### src/rtl/bt656_timing_decoder.sv
// BT.656 timing decoder: finds EAV/SAV codes and regenerates H/V/F word-aligned with a 5-cycle delayed copy of the stream.
// Optional XY protection-bit checking is enabled by defining TRS_PROTECTION_CHECK_EN.
module bt656_timing_decoder #(
    parameter int LINE_WORDS = 1716
) (
    input  logic       clk,
    input  logic       reset_n,
    input  logic [9:0] data_in,
    output logic [9:0] data_out,
    output logic       H,
    output logic       V,
    output logic       F,
    output logic [9:0] line_count,
    output logic       locked,
    output logic       trs_error
);

    localparam logic [10:0] GAP_LOCK = 11'(LINE_WORDS);
    localparam logic [10:0] GAP_SAT  = 11'(LINE_WORDS + 1);

    // trs_cnt doubles as the state: it counts down the three words after detection
    typedef enum logic [1:0] {
        TRS_IDLE  = 2'd0,
        TRS_LAST  = 2'd1,
        TRS_MID   = 2'd2,
        TRS_FIRST = 2'd3
    } trs_state_t;

    trs_state_t  trs_cnt;
    trs_state_t  trs_cnt_next;

    logic [9:0]  s0;
    logic [9:0]  s1;
    logic [9:0]  s2;
    logic [9:0]  s3;

    logic        preamble;
    logic        detect;
    logic        eav_detect;
    logic        apply_set;
    logic        apply_pend;
    logic        xy_f;
    logic        xy_v;
    logic        xy_h;
    logic        lat_f;
    logic        lat_v;
    logic        lat_h;
    logic [10:0] gap;

`ifdef TRS_PROTECTION_CHECK_EN
    logic        prot_ok;
    logic        bad_trs;
`endif

    assign preamble   = (s3 == 10'h3FF) && (s2 == 10'h000) && (s1 == 10'h000);
    assign xy_f       = s0[8];
    assign xy_v       = s0[7];
    assign xy_h       = s0[6];
    assign eav_detect = detect && xy_h;

`ifdef TRS_PROTECTION_CHECK_EN
    assign prot_ok = (s0[5:2] == {xy_v ^ xy_h, xy_f ^ xy_h, xy_f ^ xy_v, xy_f ^ xy_v ^ xy_h});
`endif

    always_ff @(posedge clk or negedge reset_n) begin
        if (!reset_n) begin
            trs_cnt <= TRS_IDLE;
        end else begin
            trs_cnt <= trs_cnt_next;
        end
    end

    always_comb begin
        trs_cnt_next = trs_cnt;
        detect       = 1'b0;
        apply_set    = 1'b0;
`ifdef TRS_PROTECTION_CHECK_EN
        bad_trs      = 1'b0;
`endif
        case (trs_cnt)
            TRS_IDLE: begin
                if (preamble) begin
`ifdef TRS_PROTECTION_CHECK_EN
                    if (prot_ok) begin
                        detect       = 1'b1;
                        trs_cnt_next = TRS_FIRST;
                    end else begin
                        bad_trs      = 1'b1;
                    end
`else
                    detect       = 1'b1;
                    trs_cnt_next = TRS_FIRST;
`endif
                end
            end
            TRS_FIRST: trs_cnt_next = TRS_MID;
            TRS_MID:   trs_cnt_next = TRS_LAST;
            TRS_LAST: begin
                trs_cnt_next = TRS_IDLE;
                apply_set    = 1'b1;
            end
            default:   trs_cnt_next = TRS_IDLE;
        endcase
    end

    always_ff @(posedge clk or negedge reset_n) begin
        if (!reset_n) begin
            s0       <= 10'h000;
            s1       <= 10'h000;
            s2       <= 10'h000;
            s3       <= 10'h000;
            data_out <= 10'h000;
        end else begin
            s0       <= data_in;
            s1       <= s0;
            s2       <= s1;
            s3       <= s2;
            data_out <= s3;
        end
    end

    // apply_pend delays the flag update by one word so it lands on the word after XY;
    // a detection in the same cycle overrides H so a back-to-back code still shows blanking
    always_ff @(posedge clk or negedge reset_n) begin
        if (!reset_n) begin
            apply_pend <= 1'b0;
            lat_f      <= 1'b0;
            lat_v      <= 1'b1;
            lat_h      <= 1'b1;
            H          <= 1'b1;
            V          <= 1'b1;
            F          <= 1'b0;
        end else begin
            apply_pend <= apply_set;
            if (apply_pend) begin
                H <= lat_h;
                V <= lat_v;
                F <= lat_f;
            end
            if (detect) begin
                H     <= 1'b1;
                lat_f <= xy_f;
                lat_v <= xy_v;
                lat_h <= xy_h;
            end
        end
    end

    always_ff @(posedge clk or negedge reset_n) begin
        if (!reset_n) begin
            line_count <= 10'd0;
            gap        <= GAP_SAT;
            locked     <= 1'b0;
        end else begin
            if (eav_detect) begin
                line_count <= (xy_f != F) ? 10'd0 : line_count + 10'd1;
                gap        <= 11'd1;
                locked     <= (gap == GAP_LOCK);
            end else begin
                if (gap != GAP_SAT) begin
                    gap <= gap + 11'd1;
                end
                if (gap == GAP_SAT) begin
                    locked <= 1'b0;
                end
            end
        end
    end

`ifdef TRS_PROTECTION_CHECK_EN
    always_ff @(posedge clk or negedge reset_n) begin
        if (!reset_n) begin
            trs_error <= 1'b0;
        end else begin
            trs_error <= bad_trs;
        end
    end
`else
    assign trs_error = 1'b0;
`endif

endmodule

### config.mk
export PLATFORM = sky130hd
export DESIGN_NAME = bt656_timing_decoder
export DESIGN_NICKNAME = d
export VERILOG_FILES = /design/src/rtl/bt656_timing_decoder.sv
export SDC_FILE = /design/constraint.sdc
export NUM_CORES = 1
export LEC_CHECK = 0
export ABC_AREA = 1
export BUFFER_PORTS_ARGS = -buffer_cell sky130_fd_sc_hd__buf_2
export CAP_MARGIN = 25
export CORE_UTILIZATION = 40
export DETAILED_ROUTE_END_ITERATION = 10
export SETUP_SLACK_MARGIN = 0.05
export SYNTH_ARGS = -nofsm -noshare
export SYNTH_HDL_FRONTEND = slang
export SYNTH_SLANG_ARGS = --single-unit
### constraint.sdc
create_clock -name clk -period 3.6 [get_ports clk]
set_input_delay 0.18 -clock clk [delete_from_list [all_inputs] [get_ports clk]]
set_output_delay 0.18 -clock clk [all_outputs]
set_load 0.01 [all_outputs]
**Word level (Yosys, flattened, before mapping)**

Index checks and enable logic that the tools add are counted.

- Register bits after elaboration: 81
- Bits of input ports: 12
- Output and inout port bits: 25
- Logic and storage cells: 48

- Add/sub/neg operators: 2
- Equal/unequal tests: 9
- Mux-type cells: 12
- Reduce and logical (&&, ||, !) cells: 9

Operators by type and width:

| cell | count |
|---|---|
| 11-bit equality test (second input constant) | 2 |
| 11-bit 2-to-1 mux | 2 |
| 10-bit logical NOT | 2 |
| 11-bit by 1-bit adder with 11-bit output (second input constant) | 1 |
| 11-bit inequality test (second input constant) | 1 |
| 10-bit by 1-bit adder with 10-bit output (second input constant) | 1 |
| 10-bit equality test (second input constant) | 1 |
| 10-bit 2-to-1 mux | 1 |
| 2-bit case mux with 4 select lines | 1 |
| 1-bit 2-to-1 mux | 7 |
| 2-bit nonzero test | 3 |
| 2-bit equality test (second input constant) | 2 |
| 1-bit logical AND | 3 |
| 2-bit by 1-bit equality test with 1-bit output (second input constant) | 1 |
| 2-bit logical NOT | 1 |
| 2-bit 2-to-1 mux | 1 |
| 2-bit inequality test (second input constant) | 1 |
| 1-bit inequality test | 1 |

**Depth between registers and ports, before layout**

Gate-level depths: netlist (run 1).

- Word-level depth: 7
- Mapped depth: 11
- Gate-level depth less buffers: 10

**Least setup slack after synthesis (run 1)**

OpenSTA, ideal clock, no wires.

- Kind: register -> register
- Start: register gap[0]
- End: register gap[10]
- Setup time: 58 ps
- Arrival: 1,412 ps
- Setup slack: 2,130 ps
- Stages on the path, launching flop included: 10
- Path buffers: 0
- Period minus slack after synthesis: 1,470 ps
- Path through: dfstp_2 > ha_1 > inv_1 > nor2_1 > nand2_1 > nor2_1 > nand3_1 > xnor2_1 > nand2_1 > inv_1

- Word-level cells in the longest chain between the ends: 3
- Elaborated cells on any way between the ends: 5

RTL lines:

| what | RTL line | text |
|---|---|---|
| start, declared | 48 | `logic [10:0] gap;` |
| start signal, assigned | 161 | `gap <= gap + 11'd1;` |
| 11-bit by 1-bit adder with 11-bit output | 161 |  |
| 11-bit 2-to-1 mux | 160 | `if (gap != GAP_SAT) begin` |
| 11-bit 2-to-1 mux | 155 | `if (eav_detect) begin` |

Several ways; a longest one is shown, not always the timed one. The select of a mux whose other input is x is not followed.
A chain may end at the register's enable or synchronous reset.

**Final worst setup path (run 1)**

- Start: register s2[0]
- End: register gap[0]

- Word-level cells in the longest chain between the ends: 7
- Elaborated cells on any way between the ends: 8

RTL lines:

| what | RTL line | text |
|---|---|---|
| start, declared | 34 | `logic [9:0] s2;` |
| start signal, assigned | 110 | `s2 <= 10'h000;` |
| start signal, assigned | 116 | `s2 <= s1;` |
| 10-bit logical NOT (*) | 55 | `assign preamble = (s3 == 10'h3FF) && (s2 == 10'h000) && (s1 == 10'h000);` |
| 1-bit logical AND (*) (2 in series) | 55 |  |
| 1-bit 2-to-1 mux (*) | 82 | `if (preamble) begin` |
| 1-bit 2-to-1 mux (*) | 80 | `case (trs_cnt)` |
| 1-bit logical AND (*) | 59 | `assign eav_detect = detect && xy_h;` |
| 11-bit 2-to-1 mux / 2-bit nonzero test (equally long branches) | -- |  |

Mark *: on every way between the ends. The rest lies on a longest branch, timed or not.

==> results.md, run 1 <==
* Critical-path cell list: nor2_1 > nand2_1 > nor2_1 > nand2_1 > nor2_2 > nand3_2 > nand2_1 > nand2_1 > nand2_1
* Detail Route Antenna Nets at 0
* # setup viols final at 0
* Area leader, netlist: dfrtp_1
* Initial antenna violation count at 0
* Layout cell share with drive strength beyond 1 at 20.40%
* Period minus WS final at 1.891 ns
* Total CTS buffers at 9
* Drt drc at 0
* Area grow syn2layout at 19.34%
* WP data arrival at 2.18 ns
* Initial DRC count at 81
* ANT cells at 0
* GRT overflow at 0
* Clk pwr share at 37.2%
* Combinational share of power at 3.3%
* Worst-case vdd ir drop at roughly 0.00023 V
* Pleak at approximately 0.0018 µW
* H-tree Lvls at 3
* Die ar. at about 8000 µm²
* Total negative slack at 0 ns
* Commonest non-fill, non-tap cell in the layout: nand2_1
* Vias in the first global route at 1890
* IO buf count at 35
* Final HPWL DP at between 3000 and 4000 µm
* Slew margin rel. at 59.47%
* Worst-case reg-to-reg path depth at 9
* Clock skew at 0.006583 ns
* Sw Ratio at 23.57%
* Post-CTS setup buffer count at 0
* Largest net degree at the start of global routing at 82
* Count of cell types in the netlist at 28
* Tot GR Track Use at around 14%
* Unrepaired setup endpoints after global routing: false
* Crit path max fanout at 30
* Routed len/inst at 10.52 µm
* Core Util, Final at 49.88%
* Final Hold Fails at 0
* CP max stage cell: nand3_2
* GP Congestion at 0.7823
* FP Rows at 31
* Top cells by area, synth: dfrtp_1, dfstp_2, nand2_1
* Hold crit path type: in2async
* CTS tree: done
* Vias per cell at between 4 and 5
* Clk pin slew, worst setup/hold paths at 0.08 ns
* Post-synthesis sequential area ratio at 66.95%
* Nets at 363
* Clock Sinks at 81
* Synth Flop Type: dfrtp_1
* Max Slew Vio Count at 0
* Setup CP Type: reg2reg
* Synth top area share at between 50% and 60%
* Post-cts gate resize count at 0
* Cell Area, Synth at between 3000 and 4000 µm²
* Final WL at between 4000 and 5000 µm
* Routed vias at 1959
* Worst r2r src: s2[0]
* Syn_nets at between 300 and 400
* Slowest stage delay, CP at 0.49 ns
* P_int at between 1000 and 1500 µW
* Net Sw Power at 376.1 µW
* Final Cycle Share at 52.53%
* CP bufs+invs at 0
* Syn Area/Cell at 10.55 µm²
* CORE AREA at 7292 µm²
* EDFF count, synth at 0
* Crit end category: register
* Yosys warning count at 0
* Leading cell types in the layout, fill and taps excluded: nand2_1, dfrtp_1, buf_2
* Req. time, crit path at 3.89 ns
* Pwr/cell area at 438.7 nW/µm²
* Status: completed
* Crit-path leading delay family: simple AND/OR/NAND/NOR gates
* Die Ht at 89.29 µm
* Detailed Routing Iterations Pass 1 at 4
* CP most frequent cell: nand2_1
* Fraction of registers with async set or reset after synthesis at 100.0%
* Die width at 89.29 µm
* # IOs at 37
* #FFs+latches synth at 81
* Clk Latency, worst-skew pair at 0.34 ns
* Worst reg2reg path endpoint: gap[0]
* Initial Util at 41.80%
* FF-to-FF setup slack at 1.71 ns
* Root Buffer: clkbuf_8
* FMAX at around 0.53 GHz
* Post-Synthesis Cells at 289
* Clock Tree Buf Depth at 2
* Measured slew at the worst slew-check pin at 0.6072 ns
* # Max-Cap Violations at 0
* First-pass GRT wire length at 8217 µm
* Register share of total power at between 50% and 60%
* CP startpoint kind: register
==> final cells by class <==
| type | instances | area, µm² |
|---|---|---|
| fill | 687 | 3655 |
| inverter | 33 | 125.1 |
| sequential | 81 | 2041 |
| timing repair buffer | 47 | 315.3 |
| clock buffer | 10 | 127.6 |
| multi-input combinational | 171 | 853.3 |
| tap | 99 | 123.9 |
| clock inverter | 6 | 51.30 |
==> per-stage QoR <==
stage	instance area [µm²]	total power, µW	cells	worst slack, ns	hold WS (ns)
finish	3637	1596	447	1.709	0.2470
detailed placement	3321	1010	419	1.696	0.2905
CTS	3600	1619	445	1.674	0.02904
global placement	3321	1010	419	1.757	0.2883
global route	3637	1672	447	1.465	0.2598
floorplan	3048	977.2	289	2.130	-0.1156
==> flip-flops by register name, indices dropped and copies added, names as in the netlist, 2 cells and up <==
| name | count |
|---|---|
| trs_cnt | 2 |
| data_out | 10 |
| gap | 11 |
| line_count | 10 |
| s1 | 10 |
| s0 | 10 |
| s2 | 10 |
| s3 | 10 |
==> metal layers <==
layer / track usage (%) / vias to the layer above / routed length (µm)
li1: - / 1000 / -
met1: 17.97 / 919 / 2272
met2: 21.37 / 33 / 2212
met3: 3.693 / 7 / 128
met4: 7.648 / 0 / 89
met5: 0 / - / 0
==> what timing repair did <==
item	CTS	global route
setup endpoints to repair	0	0
hold buffers	10	1
endpoints found under the hold margin	10	17
==> synth_stat cells (2+ instances only) <==
master	count
inv_1	32
nand3_1	17
a31o_2	2
dfstp_2	11
buf_2	2
nor2_1	33
ha_1	8
xor2_1	3
o21ai_1	5
nand2_1	77
mux2_2	2
xnor2_1	4
nand3b_1	2
dfrtp_1	70
nor3_1	2
o21ai_0	7
==> power by group through the flow <==
stage	Clock (µW)	Sequential [µW]	Combinational [µW]
after floorplan	0	968	8.82
after global placement	0	968	42.0
after detailed placement	0	968	42.1
after CTS	618	950	50.4
after global routing	657	954	61.0
final	593	950	53.0
==> worst max path at each step <==
| stage | start | end | cells after the start |
|---|---|---|---|
| final | s2[0] | gap[0] | 9 |
| after global routing | s2[0] | line_count[6] | 9 |
| after CTS | s2[0] | locked | 9 |
| after detailed placement | s2[0] | gap[0] | 9 |
| after global placement | s2[0] | locked | 9 |
| after floorplan | gap[0] | gap[10] | 9 |
==> worst reg2reg max path, stage by stage (launching register included) <==
cell	delay, ns
dfrtp_1	0.39
nor2_1	0.11
nand2_1	0.06
nor2_1	0.14
nand2_1	0.08
nor2_2	0.17
nand3_2	0.49
nand2_1	0.27
nand2_1	0.08
nand2_1	0.06
==> cell families after synthesis <==
family                     after synthesis  share of synthesized area (%)
muxes                                    2                         0.7389
other                                    1                         0.1230
adders and majority gates                8                          3.284
AOI/OAI and AO/OA                       17                          3.202
DFF                                     81                          66.95
buffers and inverters                   37                          5.049
xor gates and xnor gates                 8                          2.545
and+or+nand+nor                        135                          18.10
Power figures use the tool's default switching activity.
==> run 2, diff against run 1 <==
--- a/config.mk
+++ b/config.mk
@@ -5,7 +5,7 @@
 export SDC_FILE = /design/constraint.sdc
 export NUM_CORES = 1
 export LEC_CHECK = 0
-export ABC_AREA = 1
+export ABC_AREA = 0
 export BUFFER_PORTS_ARGS = -buffer_cell sky130_fd_sc_hd__buf_2
 export CAP_MARGIN = 25
 export CORE_UTILIZATION = 40
==> constraint.sdc (replaced) <==
create_clock -name clk -period 1.9 [get_ports clk]
set_input_delay 0.095 -clock clk [delete_from_list [all_inputs] [get_ports clk]]
set_output_delay 0.095 -clock clk [all_outputs]
set_load 0.01 [all_outputs]
==> run 2 against run 1 <==
- cell count down 10%
- sequential share of layout area down 2.9 points
- cell area up 5.5%
- core utilization up 2.5 points
- non-clock buffer count up 18
- routed wire length up 22%
- global-route usage up 2.7 points
- largest cell class unchanged
- highest routed layer unchanged
==> results.md, run 2 <==
* FMAX at 0.5316 GHz (was 0.5288 GHz)
* Routed vias at 1955 (was 1959)
* Adder-Cell Fraction of Synth Area at 3.264% (was 3.284%)
* CORE AREA at 7331 µm² (was 7292 µm²)
* Largest net degree at the start of global routing at 41 (was 82)
* Leading cell types in the layout, fill and taps excluded: dfrtp_1, buf_2, buf_4 (was nand2_1, dfrtp_1, buf_2)
* Worst-case vdd ir drop at 0.0004064 V (was 0.0002300 V)
* Post-synth top cells: dfrtp_1, nor2_1, o31ai_1 (was nand2_1, dfrtp_1, nor2_1)
* Commonest non-fill, non-tap cell in the layout: dfrtp_1 (was nand2_1)
* Measured slew at the worst slew-check pin at 0.5269 ns (was 0.6072 ns)
* Synth top area share at 57.12% (was 57.47%)
* Hold crit path type: in2async (unchanged)
* # setup viols final at 0 (unchanged)
* Nets at 318 (was 363)
* H-tree Lvls at 3 (unchanged)
* Synth Area in Compound Gates at 6.854% (was 3.202%)
* Hold_ws at 0.2633 ns (was 0.2470 ns)
* Initial DRC count at 100 (was 81)
* Die width at 89.56 µm (was 89.29 µm)
* Req. time, crit path at 2.13 ns (was 3.89 ns)
* Die Ht at 89.56 µm (was 89.29 µm)
* Detail Route Antenna Nets at 0 (unchanged)
* Pwr/cell area at 839.9 nW/µm² (was 438.7 nW/µm²)
* FP Rows at 31 (unchanged)
* GRT overflow at 0 (unchanged)
* Vias per cell at 4.863 (was 4.383)
* Vias in the first global route at 1969 (was 1890)
* Final Power at 3224 µW (was 1596 µW)
* # IOs at 37 (unchanged)
* Final Cycle Share at 99.01% (was 52.53%)
* M2 GR Usage at 24.38% (was 21.37%)
* Cell Area, Synth at 3067 µm² (was 3048 µm²)
* Area leader, netlist: dfrtp_1 (unchanged)
* Final HPWL DP at 3784 µm (was 3177 µm)
* Pleak at 0.001723 µW (was 0.001810 µW)
* Routed len/inst at 14.25 µm (was 10.52 µm)
* Final WL at 5728 µm (was 4702 µm)
* Total negative slack at 0 ns (unchanged)
* Net Sw Power at 709.5 µW (was 376.1 µW)
* P_int at 2514 µW (was 1220 µW)
* Top cells by area, synth: dfrtp_1, dfstp_2, o31ai_1 (was dfrtp_1, dfstp_2, nand2_1)
* CP startpoint kind: register (unchanged)
* Post-synthesis sequential area ratio at 66.54% (was 66.95%)
* Drt drc at 0 (unchanged)
* EDFF count, synth at 0 (unchanged)
* Reg with most FFs: gap (unchanged)
* Fraction of registers with async set or reset after synthesis at 100.0% (unchanged)
* Tot GR Track Use at 16.57% (was 13.88%)
* Placed Area at 3433 µm² (was 3321 µm²)
* Combinational share of power at 3.5% (was 3.3%)
* CTS tree: done (unchanged)
* Register share of total power at 56.2% (was 59.5%)
* Syn Area/Cell at 13.39 µm² (was 10.55 µm²)
* Final Hold Fails at 0 (unchanged)
* Synth Area in XOR/XNOR at 2.570% (was 2.545%)
* Post-Synthesis Cells at 229 (was 289)
* # Max-Cap Violations at 0 (unchanged)
* Layout cell share with drive strength beyond 1 at 30.36% (was 20.40%)
* Detailed Routing Iterations Pass 1 at 4 (unchanged)
* M1 GR Usage at 23.25% (was 17.97%)
* Design area at 3839 µm² (was 3637 µm²)
* GP Congestion at 0.7513 (was 0.7823)
* Met3 Use GR at 4.709% (was 3.693%)
* Max Slew Vio Count at 0 (unchanged)
* Period minus WS final at 1.881 ns (was 1.891 ns)
* Yosys warning count at 0 (unchanged)
* WP data arrival at 2.11 ns (was 2.18 ns)
* Clk Latency, worst-skew pair at 0.35 ns (was 0.34 ns)
* Sw Ratio at 22.01% (was 23.57%)
* Slew margin rel. at 64.87% (was 59.47%)
* Setup CP Type: reg2reg (unchanged)
* Most frequent cell after synthesis: dfrtp_1 (was nand2_1)
* Largest family of logic cells by synthesized area: simple AND/OR/NAND/NOR gates (unchanged)
* Area grow syn2layout at 25.17% (was 19.34%)
* Die ar. at 8021 µm² (was 7973 µm²)
* Clock skew at 0.007709 ns (was 0.006583 ns)
* Clock Sinks at 81 (unchanged)
* Count of cell types in the netlist at 43 (was 28)
* ANT cells at 0 (unchanged)
* Initial Util at 41.83% (was 41.80%)
* First-pass GRT wire length at 9618 µm (was 8217 µm)
* Clock Tree Buf Depth at 2 (unchanged)
* Clk pin slew, worst setup/hold paths at 0.08 ns (about the same)
* Unrepaired setup endpoints after global routing: true (was false)
* Clk pwr share at 40.4% (was 37.2%)
* Crit end category: register (unchanged)
* Synth Flop Type: dfrtp_1 (unchanged)
* Crit path max fanout at 3 (was 30)
* Total CTS buffers at 9 (unchanged)
* Syn_nets at 249 (was 309)
* Synth Area in Simple Gates at 14.85% (was 18.10%)
* Initial antenna violation count at 0 (unchanged)
* Number of flip-flops in the largest register at 11 (unchanged)
* Mux contribution to synthesized area at 3.346% (was 0.7389%)
* IO buf count at 35 (unchanged)
* #FFs+latches synth at 81 (unchanged)
* Status: completed (unchanged)
* Grt peak-use layer: met2 (unchanged)
* Root Buffer: clkbuf_8 (unchanged)
-- run 2: final timing paths --
check,depth (start not counted),from,to,slack (ns)
min in group clk,0,s0[9],s1[9],0.35
max in group asynchronous,3,reset_n,V,0.98
hold reg to reg,0,s0[9],s1[9],0.35
setup reg to reg,4,s1[4],lat_f,0.02
setup / recovery,4,s1[4],lat_f,0.02
hold / removal,2,reset_n,data_out[0],0.26
-- run 2: cell type report --
cell class | count | area [µm²]
fill | 628 | 3492
sequential | 81 | 2041
multi-input combinational | 129 | 953.4
timing repair buffer | 65 | 462.9
clock buffer | 11 | 151.4
tap | 99 | 123.9
clock inverter | 5 | 61.31
inverter | 12 | 45.04
-- run 2: cells by family (layout without fill, tap and decap cells) --
family	Yosys count	in the layout
buffers and inverters	19	93
AOI/OAI and AO/OA	31	31
muxes	9	9
adders and majority gates	8	8
DFF	81	81
other	1	1
and+or+nand+nor	71	71
xor gates and xnor gates	9	9
-- run 2: power by group through the flow --
stage	Sequential, µW	Combinational, µW	Clock, µW
after floorplan	1840	20.1	0
after global placement	1840	91.8	0
after detailed placement	1850	92.4	0
after CTS	1810	111	1350
after global routing	1820	127	1420
final	1810	112	1300
-- run 2: routing by layer --
layer	wire, µm	part of all wire, %
met2	2584	45
met5	0	0
met1	2932	51
met4	55	0.96
met3	156	2.7
-- run 2: stage by stage --
stage / utilization [%] / instances / setup slack (ns)
after floorplan: - / 229 / 0.06072
after CTS: 51.44 / 396 / 0.01401
after detailed placement: 46.83 / 367 / -0.006284
final: 52.36 / 402 / 0.01879
after global routing: 52.36 / 402 / -0.05113
after global placement: 46.83 / 367 / 0.003924
-- run 2: repair_timing --
action	CTS	global route
resized for setup	0	3
setup buffers	2	6
endpoints found under the hold margin	44	0
setup endpoints to repair	2	14
hold buffers	11	0
pin swaps	2	4
-- run 2: critical path, cell delays in order, from the launching register on --
cell and delay, ns:
dfrtp_1 0.39, or4_4 0.54, nor4_4 0.36, nand4_4 0.16
mux2_4 0.32
